<file path="config.mk">
export PLATFORM = sky130hd
export DESIGN_NAME = avalon_mem_arbiter
export DESIGN_NICKNAME = d
export VERILOG_FILES = /design/src/rtl/avalon_mem_arbiter.sv
export SDC_FILE = /design/constraint.sdc
export NUM_CORES = 1
export LEC_CHECK = 0
export BUFFER_PORTS_ARGS = -buffer_cell sky130_fd_sc_hd__buf_2
export CAP_MARGIN = 5
export CORE_MARGIN = 4
export CORE_UTILIZATION = 52
export CTS_CLUSTER_SIZE = 30
export DETAILED_ROUTE_END_ITERATION = 8
export HOLD_SLACK_MARGIN = 0.1
export PLACE_DENSITY = 0.89
export SKIP_LAST_GASP = 1
export SYNTH_ARGS = -nofsm -noshare
export SYNTH_HDL_FRONTEND = slang
export SYNTH_SLANG_ARGS = --single-unit
</file>
<file path="constraint.sdc">
create_clock -name clk -period 5.8 [get_ports clk]
set_input_delay 0.29 -clock clk [delete_from_list [all_inputs] [get_ports clk]]
set_output_delay 0.29 -clock clk [all_outputs]
set_load 0.1 [all_outputs]
</file>
<file path="src/rtl/avalon_mem_arbiter.sv">
// avalon_mem_arbiter
//   Shares one Avalon-MM slave between the CPU fetch port and data port.
//   One transaction at a time; data wins over fetch unless the fetch port has
//   been passed over STARVE_LIMIT times in a row. All outputs are registered.
//
// Ports
//   clk, reset_n                       clock (rising) / async active-low reset
//   instr_req/addr -> instr_ack/rdata  fetch port (read only, full-word)
//   data_req/we/addr/wdata/be
//                  -> data_ack/rdata   data port (read or write)
//   avm_*                              Avalon-MM master towards the slave
//   bus_error                          sticky: a transaction hit the stall timeout
module avalon_mem_arbiter #(
  parameter int unsigned STARVE_LIMIT   = 4,
  parameter int unsigned TIMEOUT_CYCLES = 255
) (
  input  logic        clk,
  input  logic        reset_n,
  input  logic        instr_req,
  input  logic [31:0] instr_addr,
  output logic        instr_ack,
  output logic [31:0] instr_rdata,
  input  logic        data_req,
  input  logic        data_we,
  input  logic [31:0] data_addr,
  input  logic [31:0] data_wdata,
  input  logic [3:0]  data_be,
  output logic        data_ack,
  output logic [31:0] data_rdata,
  output logic [31:0] avm_address,
  output logic        avm_read,
  output logic        avm_write,
  output logic [31:0] avm_writedata,
  output logic [3:0]  avm_byteenable,
  input  logic [31:0] avm_readdata,
  input  logic        avm_waitrequest,
  output logic        bus_error
);

  localparam logic [2:0] STARVE_LIM = 3'(STARVE_LIMIT);
  localparam logic [7:0] TO_LIM     = 8'(TIMEOUT_CYCLES);

  typedef enum logic [1:0] {IDLE, ISSUE, WAIT_RD, DONE} state_e;

  state_e      state_q, state_d;
  logic        gnt_data_q, gnt_data_d;   // 1: data port owns the current transaction
  logic [2:0]  starve_q, starve_d;
  logic [7:0]  wait_q, wait_d;
  logic [7:0]  wait_inc;
  logic [31:0] addr_q, addr_d, wdata_q, wdata_d;
  logic [3:0]  be_q, be_d;
  logic        rd_q, rd_d, wr_q, wr_d;
  logic [31:0] irdata_q, irdata_d, drdata_q, drdata_d;
  logic        iack_q, iack_d, dack_q, dack_d;
  logic        berr_q, berr_d;
  logic        pick_instr;

  // Byte-lane bits of the request addresses are dropped on the bus.
  logic unused_addr_lsbs;
  assign unused_addr_lsbs = ^{instr_addr[1:0], data_addr[1:0]};

  assign wait_inc = wait_q + 8'd1;
  // Fetch wins only when alone, or when data has starved it long enough.
  assign pick_instr = instr_req && (!data_req || starve_q == STARVE_LIM);

  always_comb begin
    state_d    = state_q;
    gnt_data_d = gnt_data_q;
    starve_d   = starve_q;
    wait_d     = wait_q;
    addr_d     = addr_q;
    wdata_d    = wdata_q;
    be_d       = be_q;
    rd_d       = rd_q;
    wr_d       = wr_q;
    irdata_d   = irdata_q;
    drdata_d   = drdata_q;
    iack_d     = 1'b0;
    dack_d     = 1'b0;
    berr_d     = berr_q;
    unique case (state_q)
      IDLE: begin
        if (instr_req || data_req) begin
          state_d = ISSUE;
          wait_d  = '0;
          if (pick_instr) begin
            gnt_data_d = 1'b0;
            addr_d     = {instr_addr[31:2], 2'b00};
            wdata_d    = '0;
            be_d       = 4'hF;
            rd_d       = 1'b1;
            wr_d       = 1'b0;
            starve_d   = '0;
          end else begin
            gnt_data_d = 1'b1;
            addr_d     = {data_addr[31:2], 2'b00};
            wdata_d    = data_wdata;
            be_d       = data_be;
            rd_d       = ~data_we;
            wr_d       = data_we;
            if (instr_req && starve_q != 3'd7) starve_d = starve_q + 3'd1;
          end
        end
      end
      ISSUE: begin
        if (!avm_waitrequest) begin
          rd_d = 1'b0;
          wr_d = 1'b0;
          if (rd_q) begin
            state_d = WAIT_RD;
          end else begin
            state_d = DONE;
            iack_d  = ~gnt_data_q;
            dack_d  = gnt_data_q;
          end
        end else begin
          wait_d = wait_inc;
          if (wait_inc == TO_LIM) begin
            // Abandon the stalled access; requester still gets its ack.
            rd_d    = 1'b0;
            wr_d    = 1'b0;
            berr_d  = 1'b1;
            state_d = DONE;
            iack_d  = ~gnt_data_q;
            dack_d  = gnt_data_q;
            if (gnt_data_q) drdata_d = '0;
            else            irdata_d = '0;
          end
        end
      end
      WAIT_RD: begin
        if (gnt_data_q) drdata_d = avm_readdata;
        else            irdata_d = avm_readdata;
        state_d = DONE;
        iack_d  = ~gnt_data_q;
        dack_d  = gnt_data_q;
      end
      DONE:    state_d = IDLE;
      default: state_d = IDLE;
    endcase
  end

  always_ff @(posedge clk or negedge reset_n) begin
    if (!reset_n) begin
      state_q    <= IDLE;
      gnt_data_q <= 1'b0;
      starve_q   <= '0;
      wait_q     <= '0;
      addr_q     <= '0;
      wdata_q    <= '0;
      be_q       <= '0;
      rd_q       <= 1'b0;
      wr_q       <= 1'b0;
      irdata_q   <= '0;
      drdata_q   <= '0;
      iack_q     <= 1'b0;
      dack_q     <= 1'b0;
      berr_q     <= 1'b0;
    end else begin
      state_q    <= state_d;
      gnt_data_q <= gnt_data_d;
      starve_q   <= starve_d;
      wait_q     <= wait_d;
      addr_q     <= addr_d;
      wdata_q    <= wdata_d;
      be_q       <= be_d;
      rd_q       <= rd_d;
      wr_q       <= wr_d;
      irdata_q   <= irdata_d;
      drdata_q   <= drdata_d;
      iack_q     <= iack_d;
      dack_q     <= dack_d;
      berr_q     <= berr_d;
    end
  end

  assign avm_address    = addr_q;
  assign avm_read       = rd_q;
  assign avm_write      = wr_q;
  assign avm_writedata  = wdata_q;
  assign avm_byteenable = be_q;
  assign instr_ack      = iack_q;
  assign instr_rdata    = irdata_q;
  assign data_ack       = dack_q;
  assign data_rdata     = drdata_q;
  assign bus_error      = berr_q;

endmodule

</file>
======== Word-level counts from Yosys, hierarchy flattened ========
Cells that the tools add are included.
W data, S select, Z words.
storage, ports and cells
  register bits ........................... 151
  bits of input ports ..................... 138
  output and inout bits ................... 137
  word-level logic and storage cells ...... 89
cells by class
  add/subtract/negate cells ............... 2
  eq/ne operators ......................... 14
  multiplexer cells ....................... 40
  bitwise logic cells ..................... 2
  reductions and logical operators ........ 17
operators by type and width
  cell                   number
  $mux W32               10
  $pmux W32 S2           2
  $mux W8                2
  $pmux W8 S2            1
  $mux W1                14
  $ne A2 B2 Y1 const B   7
  $reduce_and A3 Y1      4
  $reduce_and A5 Y1      2
  $add A8 B1 Y8 const B  1
  $eq A8 B8 Y1 const B   1
  $pmux W1 S2            4
  $pmux W2 S4            1
  $mux W2                3
  $mux W3                2
  $ne A3 B3 Y1 const B   2
  $reduce_bool A2 Y1     3
  $eq A2 B2 Y1 const B   2
  $mux W4                1
  $reduce_and A2 Y1      2
  $add A3 B1 Y3 const B  1
  $eq A3 B3 Y1 const B   1
  $eq A2 B1 Y1 const B   1
  $logic_and A1 B1 Y1    2
  $logic_not A2 Y1       1
  3 further kinds        5

======== Longest topological paths before layout ========
Gate-level depths: netlist of run 1.
  depth in word-level cells ............... 6
  gate-level depth with buffers ........... 10
  mapped depth without buffers ............ 7

======== Least setup slack after synthesis of run 1 ========
OpenSTA, ideal clock, no wires.
  path kind ............................... register to register
  start ................................... register wait_q[0]
  end ..................................... register drdata_q[0] (netlist: data_rdata[0])
  setup time .............................. 0.128 ns
  data arrival time ....................... 2.044 ns
  required time ........................... 5.672 ns
  slack ................................... 3.628 ns
  cell stages (with the launch flop) ...... 8
  buffers on the path ..................... 1
  cell sequence ........................... dfrtp_1 -> ha_1 -> nor2b_1 -> o21ai_1 -> a2111oi_4 -> o221a_2 -> buf_6 -> mux2_1
between the ends
  cells in the longest elaborated chain, start to end .. 4
ends and longest elaborated chain
  element                             RTL line  source
  start: declaration                  48        logic [7:0] wait_q, wait_d;
  start signal: assignment            163       wait_q <= wait_d;
  $add A8 B1 Y8                       62        assign wait_inc = wait_q + 8'd1;
  $eq A8 B8 Y1                        118       if (wait_inc == TO_LIM) begin
  $ne A2 B2 Y1 (no source line)       --
  $reduce_and A5 Y1 (no source line)  --
  end signal: assignment              170       drdata_q <= drdata_d;
  end: declaration                    53        logic [31:0] irdata_q, irdata_d, drdata_q, drdata_d;
Every way passes these cells.
A chain may end at the register's enable or synchronous reset.

======== Worst setup path after layout of run 1 ========
  start ................................... register wait_q[0]
  end ..................................... register drdata_q[14] (netlist: data_rdata[14])
The elaborated chain is that of the path after synthesis.

==> summary.md, run 1 <==
| Metric | Value |
|---|---|
| Final period utilization | 0.507 |
| Finished Core Util | 0.716 |
| Sink Count | approximately 150 |
| Cell Area, Synth | between 6000 and 7000 um^2 |
| Die width | approximately 120 um |
| Post-Route WL | 18.2 mm |
| Hold crit path type | primary input to flop |
| Register area share after synthesis | 0.563 |
| Worst Path Required | around 6.1 ns |
| # nets final | 987 |
| Achievable Freq | 340 MHz |
| Crit path capture type | flop |
| Layout Area Growth over Synthesis | 32.2% |
| Wire per inst | 17.8 um |
| CTS resizes | 0 |
| CTS H-tree depth | 4 |
| Remaining antenna violation count | 0 |
| First-pass GRT wire length | between 20 and 30 mm |
| Outcome | finished, final reports clean |
| Yosys top cell area share | 0.563 |
| DR pass1 iterations | 6 |
| Max Buffers Root-to-Sink | 2 |
| Starting Density | 0.542 |
| Reg2reg end | data_rdata[14]$_DFFE_PN0P_ |
| Clock Pin Slew Worst Setup and Hold Paths | around 0.06 ns |
| Via count | 5339 |
| Gpl congestion | 0.791 |
| Synth Warn # | 0 |
| Worst Path Arrival | around 3.2 ns |
| Number of synthesized flops with an enable pin | 0 |
| Antenna violations before repair | 5 |
| TritonCTS clock tree | yes |
| Yosys reg bits | between 100 and 150 |
| Largest cells by area after synthesis | dfrtp_1 (56%), mux2_4 (6.8%), nand2_1 (6.1%) |
| Slew @ Worst Pin | between 1 and 1.5 ns |
| Reg2Reg Depth | 6 |
| WHS Endpoint | avm_writedata[19]$_DFFE_PN0P_ |
| Final hold violation count | 0 |
| Remaining global-route overflow | 0 |
| HP Start | data_wdata[19] |
| Hold path cells | 3 |
| Fin Setup TNS | 0 ns |
| GRT Util Overall | 0.250 |
| Dpl hpwl | 12.5 mm |
| Crit path kind | flop to flop |
| Multi-input gate area | roughly 2700 um^2 |
| Core area | between 10000 and 15000 um^2 |
| Total CTS buffers | 17 |
| Slew headroom | 0.204 |
| Maxcap violations | 0 |
| Die ar. | roughly 15000 um^2 |
| Residual DRC count | 0 |
| FF+latch area | 3730 um^2 |
| Fin. max-slew vios | 0 |
| Cell accounting for the most synthesized area | dfrtp_1 |
| Filler cells | roughly 830 |
| Largest net degree at the start of global routing | around 130 |
| Max FO, Critical Path | 32 |
| Tmin final | 2.94 ns |
| FP Rows | 40 |
| Synth Flop Type | dfrtp_1 |
| Synthesized instance count | roughly 580 |
| I/O pin count | between 200 and 300 |
| Most frequent cell after synthesis | dfrtp_1 |
| Clk_lat worst skew | around 0.42 ns |
| Synth async-reset ratio | 1.00 |
| RSZ-0062 raised after global routing | false |
| Die Height | 121 um |
| Vias in the first global route | 5549 |
| Final Skew | 0.00892 ns |
| Critical R2R Launch | wait_q[0]$_DFFE_PN0P_ |
| Via-per-instance ratio | approximately 5.2 |
| Final setup vio count | 0 |
| Leading post-synthesis cells by instance count | dfrtp_1 (149), nand2_1 (108), o21ai_0 (73) |
| Setup slack, reg-to-reg | approximately 2.9 ns |
| Root Driver | clkbuf_16 |
| I/O Buffers | ~270 |
| Startpoint Class | flop |
| Fraction of layout cells with a size suffix above 1 | 0.401 |
| Distinct cells, synth | 45 |
| Mapped Avg Cell Area | about 11 um^2 |
| DRT iter0 DRCs | between 400 and 500 |
worst max-delay path, stage by stage, from the launching register on:
cell and delay [ns]:
dfrtp_1 0.47, ha_1 0.28, nand3_1 0.18, xor2_1 0.21, a2111oi_4 0.38, o221a_2 0.86
mux2_1 0.42
metal layers:
layer | vias to the layer above | share of wire | track usage
li1 | 2482 | - | -
met1 | 2519 | 0.36 | 0.277
met2 | 285 | 0.49 | 0.409
met3 | 51 | 0.11 | 0.111
met4 | 2 | 0.036 | 0.125
met5 | - | 0.00066 | 0
worst max path at each step:
stage / end / cells after the start / slack (ns) / startpoint
6_report: data_rdata[14]$_DFFE_PN0P_ / 6 / 2.86 / wait_q[0]$_DFFE_PN0P_
5_1_grt: data_rdata[4]$_DFFE_PN0P_ / 6 / 2.68 / wait_q[0]$_DFFE_PN0P_
4_1_cts: data_rdata[14]$_DFFE_PN0P_ / 6 / 2.88 / wait_q[0]$_DFFE_PN0P_
2_1_floorplan: data_rdata[0]$_DFFE_PN0P_ / 7 / 3.63 / wait_q[0]$_DFFE_PN0P_
3_3_place_gp: data_rdata[27]$_DFFE_PN0P_ / 6 / 2.91 / wait_q[0]$_DFFE_PN0P_
3_5_place_dp: data_rdata[14]$_DFFE_PN0P_ / 6 / 2.89 / wait_q[0]$_DFFE_PN0P_
registers in the layout, indices dropped and copies added, names as in the netlist:
| signal | count |
|---|---|
| instr_ack | 1 |
| wait_q | 8 |
| state_q | 2 |
| gnt_data_q | 1 |
| avm_byteenable | 4 |
| data_rdata | 32 |
| data_ack | 1 |
| bus_error | 1 |
| avm_read | 1 |
| instr_rdata | 32 |
| starve_q | 3 |
| avm_writedata | 32 |
| avm_write | 1 |
| avm_address | 30 |
layout make-up:
class / instances / area share
diodes: 4 / 0.00114
clock buffers: 22 / 0.0531
clock inverters: 9 / 0.0173
inverters: 9 / 0.00386
multi-input cells: 383 / 0.307
flip-flops and latches: 149 / 0.426
well taps: 168 / 0.0240
repair buffers: 281 / 0.168
cell families after synthesis:
| family | count (synthesis) | share of synthesized area |
|---|---|---|
| flip-flops | 149 | 0.563 |
| XOR/XNOR | 4 | 0.00529 |
| AND/OR/NAND/NOR | 180 | 0.123 |
| multiplexers | 96 | 0.175 |
| buffers and inverters | 46 | 0.0359 |
| adder cells (fa/ha/maj) | 8 | 0.0151 |
| AO/OA/AOI/OAI | 93 | 0.0824 |
| other | 1 | 0.000567 |
placed cells by master (no fill, tap or decap), drive strengths merged, types with 4 or more instances in the layout:
cell / netlist / final
and2: 34 / 34
bufinv: 0 / 4
inv: 9 / 9
nand2: 108 / 108
dfrtp: 149 / 149
ha: 8 / 8
nor3: 5 / 5
clkbuf: 16 / 22
buf: 21 / 272
diode: 0 / 4
mux2i: 30 / 30
clkinv: 0 / 4
o21ai: 75 / 75
mux2: 66 / 66
nand3: 6 / 6
dlygate4sd3: 0 / 9
nor2: 17 / 17
stage by stage:
stage	std cells	setup slack, ns	hold WS, ns	cell area, um^2
detailed placement	981	2.89	0.347	8030
floorplan	578	3.63	-0.00559	6620
CTS	1021	2.88	0.100	8740
global route	1025	2.68	0.106	8750
finish	1025	2.86	0.115	8750
global placement	981	2.91	0.345	8030
timing repair:
| item | CTS | global route |
|---|---|---|
| endpoints found under the hold margin | 82 | 0 |
| buffers inserted | 0 | 0 |
| hold buffers | 9 | 0 |
Power of run 1 is not shown: default switching activity piles up to over one toggle a cycle in this logic, so the estimate is an artifact.
==> inputs of run 2 (changes only) <==
--- a/config.mk
+++ b/config.mk
@@ -8,11 +8,11 @@
 export BUFFER_PORTS_ARGS = -buffer_cell sky130_fd_sc_hd__buf_2
 export CAP_MARGIN = 5
 export CORE_MARGIN = 4
-export CORE_UTILIZATION = 52
+export CORE_UTILIZATION = 48
 export CTS_CLUSTER_SIZE = 30
 export DETAILED_ROUTE_END_ITERATION = 8
 export HOLD_SLACK_MARGIN = 0.1
-export PLACE_DENSITY = 0.89
+export PLACE_DENSITY = 0.83
 export SKIP_LAST_GASP = 1
 export SYNTH_ARGS = -nofsm -noshare
 export SYNTH_HDL_FRONTEND = slang
==> constraint.sdc (replaced) <==
create_clock -name clk -period 2.8 [get_ports clk]
set_input_delay 0.14 -clock clk [delete_from_list [all_inputs] [get_ports clk]]
set_output_delay 0.14 -clock clk [all_outputs]
set_load 0.1 [all_outputs]
==> summary.md, run 2 (synthesis gave the netlist of run 1 again) <==
| Metric | Value |
|---|---|
| Slew headroom | 0.562 |
| Worst Path Arrival | 2.93 ns |
| Via-per-instance ratio | 5.20 |
| Achievable Freq | around 380 MHz |
| Die ar. | roughly 16000 um^2 |
| # nets final | 1096 |
| Hold WS | 0.127 ns |
| Largest net degree at the start of global routing | 73 |
| Final period utilization | 0.952 |
| Clk_lat worst skew | around 0.40 ns |
| Final Skew | between 0.007 and 0.008 ns |
| Outcome | finished, final reports clean |
| Core area | around 13000 um^2 |
| Tmin final | between 2 and 3 ns |
| Final setup vio count | 0 |
| Fin. max-slew vios | 0 |
| Fraction of layout cells with a size suffix above 1 | 0.366 |
| First-pass GRT wire length | between 30 and 40 mm |
| Design Area, Final | 9910 um^2 |
| Leading cell type in the layout, fill and taps excluded | buf_2 |
| Max Buffers Root-to-Sink | 2 |
| Layout Area Growth over Synthesis | 49.7% |
| Final hold violation count | 0 |
| Root Driver | clkbuf_16 |
| I/O pin count | approximately 280 |
| Fin Setup TNS | 0 ns |
| CTS resizes | 0 |
| Multi-input gate area | about 2700 um^2 |
| Post-Route WL | between 20 and 25 mm |
| Gpl congestion | ~0.80 |
| Worst Path Required | around 3.1 ns |
| Clock Pin Slew Worst Setup and Hold Paths | 0.06 ns |
| Die Height | 125 um |
| CTS hold repair buffers | between 100 and 150 |
| Max FO, Critical Path | 14 |
| Filler cells | about 800 |
| Die width | 125 um |
| Crit path kind | flop to flop |
| Sink Count | 149 |
| Placed cell areas | a little over 8000 um^2 |
| GRT Util Overall | 0.270 |
| TritonCTS clock tree | yes |
| Antenna violations before repair | 3 |
| Post-route insts no fill | roughly 1100 |
| Residual DRC count | 0 |
| FF+latch area | ~3700 um^2 |
| Placed cell count | 996 |
| FP Rows | 42 |
| Slew @ Worst Pin | about 0.66 ns |
| CTS H-tree depth | 4 |
| Buffer count from post-CTS setup fixing | 0 |
| Via count | ~5900 |
| DR pass1 iterations | 5 |
| RSZ-0062 raised after global routing | false |
| Maxcap violations | 0 |
| Dpl hpwl | roughly 13 mm |
| DRT iter0 DRCs | between 300 and 400 |
| Total CTS buffers | 17 |
| Vias in the first global route | 6380 |
| Remaining global-route overflow | 0 |
| Hold crit path type | primary input to flop |
| Startpoint Class | flop |
| Most frequent cells in the layout | buf_2 (267), dfrtp_1 (149), dlygate4sd3_1 (111) |
| Crit path capture type | flop |
| Remaining antenna violation count | 0 |
| Wire per inst | 18.7 um |
| Starting Density | 0.496 |
| I/O Buffers | 268 |
[run 2: cell count changes in the layout (fill, tap and decap cells not counted), sizes merged]
cell / change
buf: +7
clkinvlp: +3
bufinv: -1
inv: +2
clkbuf: -1
dlygate4sd3: +102
clkinv: -2
[run 2: path summary, 6_finish.rpt]
check                                   startpoint                             to  slack [ns]  cells past startpoint
max                        starve_q[0]$_DFFE_PN0P_     avm_address[4]$_DFFE_PN0P_        0.13                      8
min                                avm_readdata[7]      data_rdata[7]$_DFFE_PN0P_        0.13                      3
max reg2reg                starve_q[0]$_DFFE_PN0P_     avm_address[4]$_DFFE_PN0P_        0.13                      8
min reg2reg                  bus_error$_DFFE_PN0P_          bus_error$_DFFE_PN0P_        0.46                      1
max in group asynchronous                  reset_n  avm_writedata[11]$_DFFE_PN0P_        1.61                      3
min in group asynchronous                  reset_n     instr_rdata[4]$_DFFE_PN0P_        0.32                      2
[run 2: cell type report]
class,count,area share
Antenna cell,4,0.00101
Clock buffer,21,0.0475
Clock inverter,11,0.0149
Inverter,9,0.00341
Multi-Input combinational cell,383,0.271
Sequential cell,149,0.376
Tap cell,176,0.0222
Timing Repair Buffer,390,0.264
[run 2: layer usage]
| metal | wire (um) | part of all wire | vias up | track usage |
|---|---|---|---|---|
| li1 | - | - | 2694 | - |
| met1 | 8050 | 0.38 | 2829 | 0.312 |
| met2 | 10500 | 0.49 | 352 | 0.455 |
| met3 | 1810 | 0.085 | 67 | 0.0780 |
| met4 | 911 | 0.043 | 0 | 0.147 |
| met5 | 0 | 0 | - | 0 |
[run 2: worst max-delay path, stage by stage, from the launching register on]
cell and delay, ns:
dfrtp_1 0.40, inv_1 0.07, ha_1 0.13, a21boi_0 0.19, nor2b_4 0.53, buf_4 0.28, mux2i_1 0.23, dlygate4sd3_1 0.58
o21ai_0 0.11
[run 2: metrics by stage]
stage,worst slack [ns],utilization
floorplan,0.628,-
global placement,0.387,0.612
detailed placement,0.291,0.612
CTS,0.230,0.742
global route,0.0305,0.742
finish,0.135,0.742
Power of run 2 is left out for the same reason.
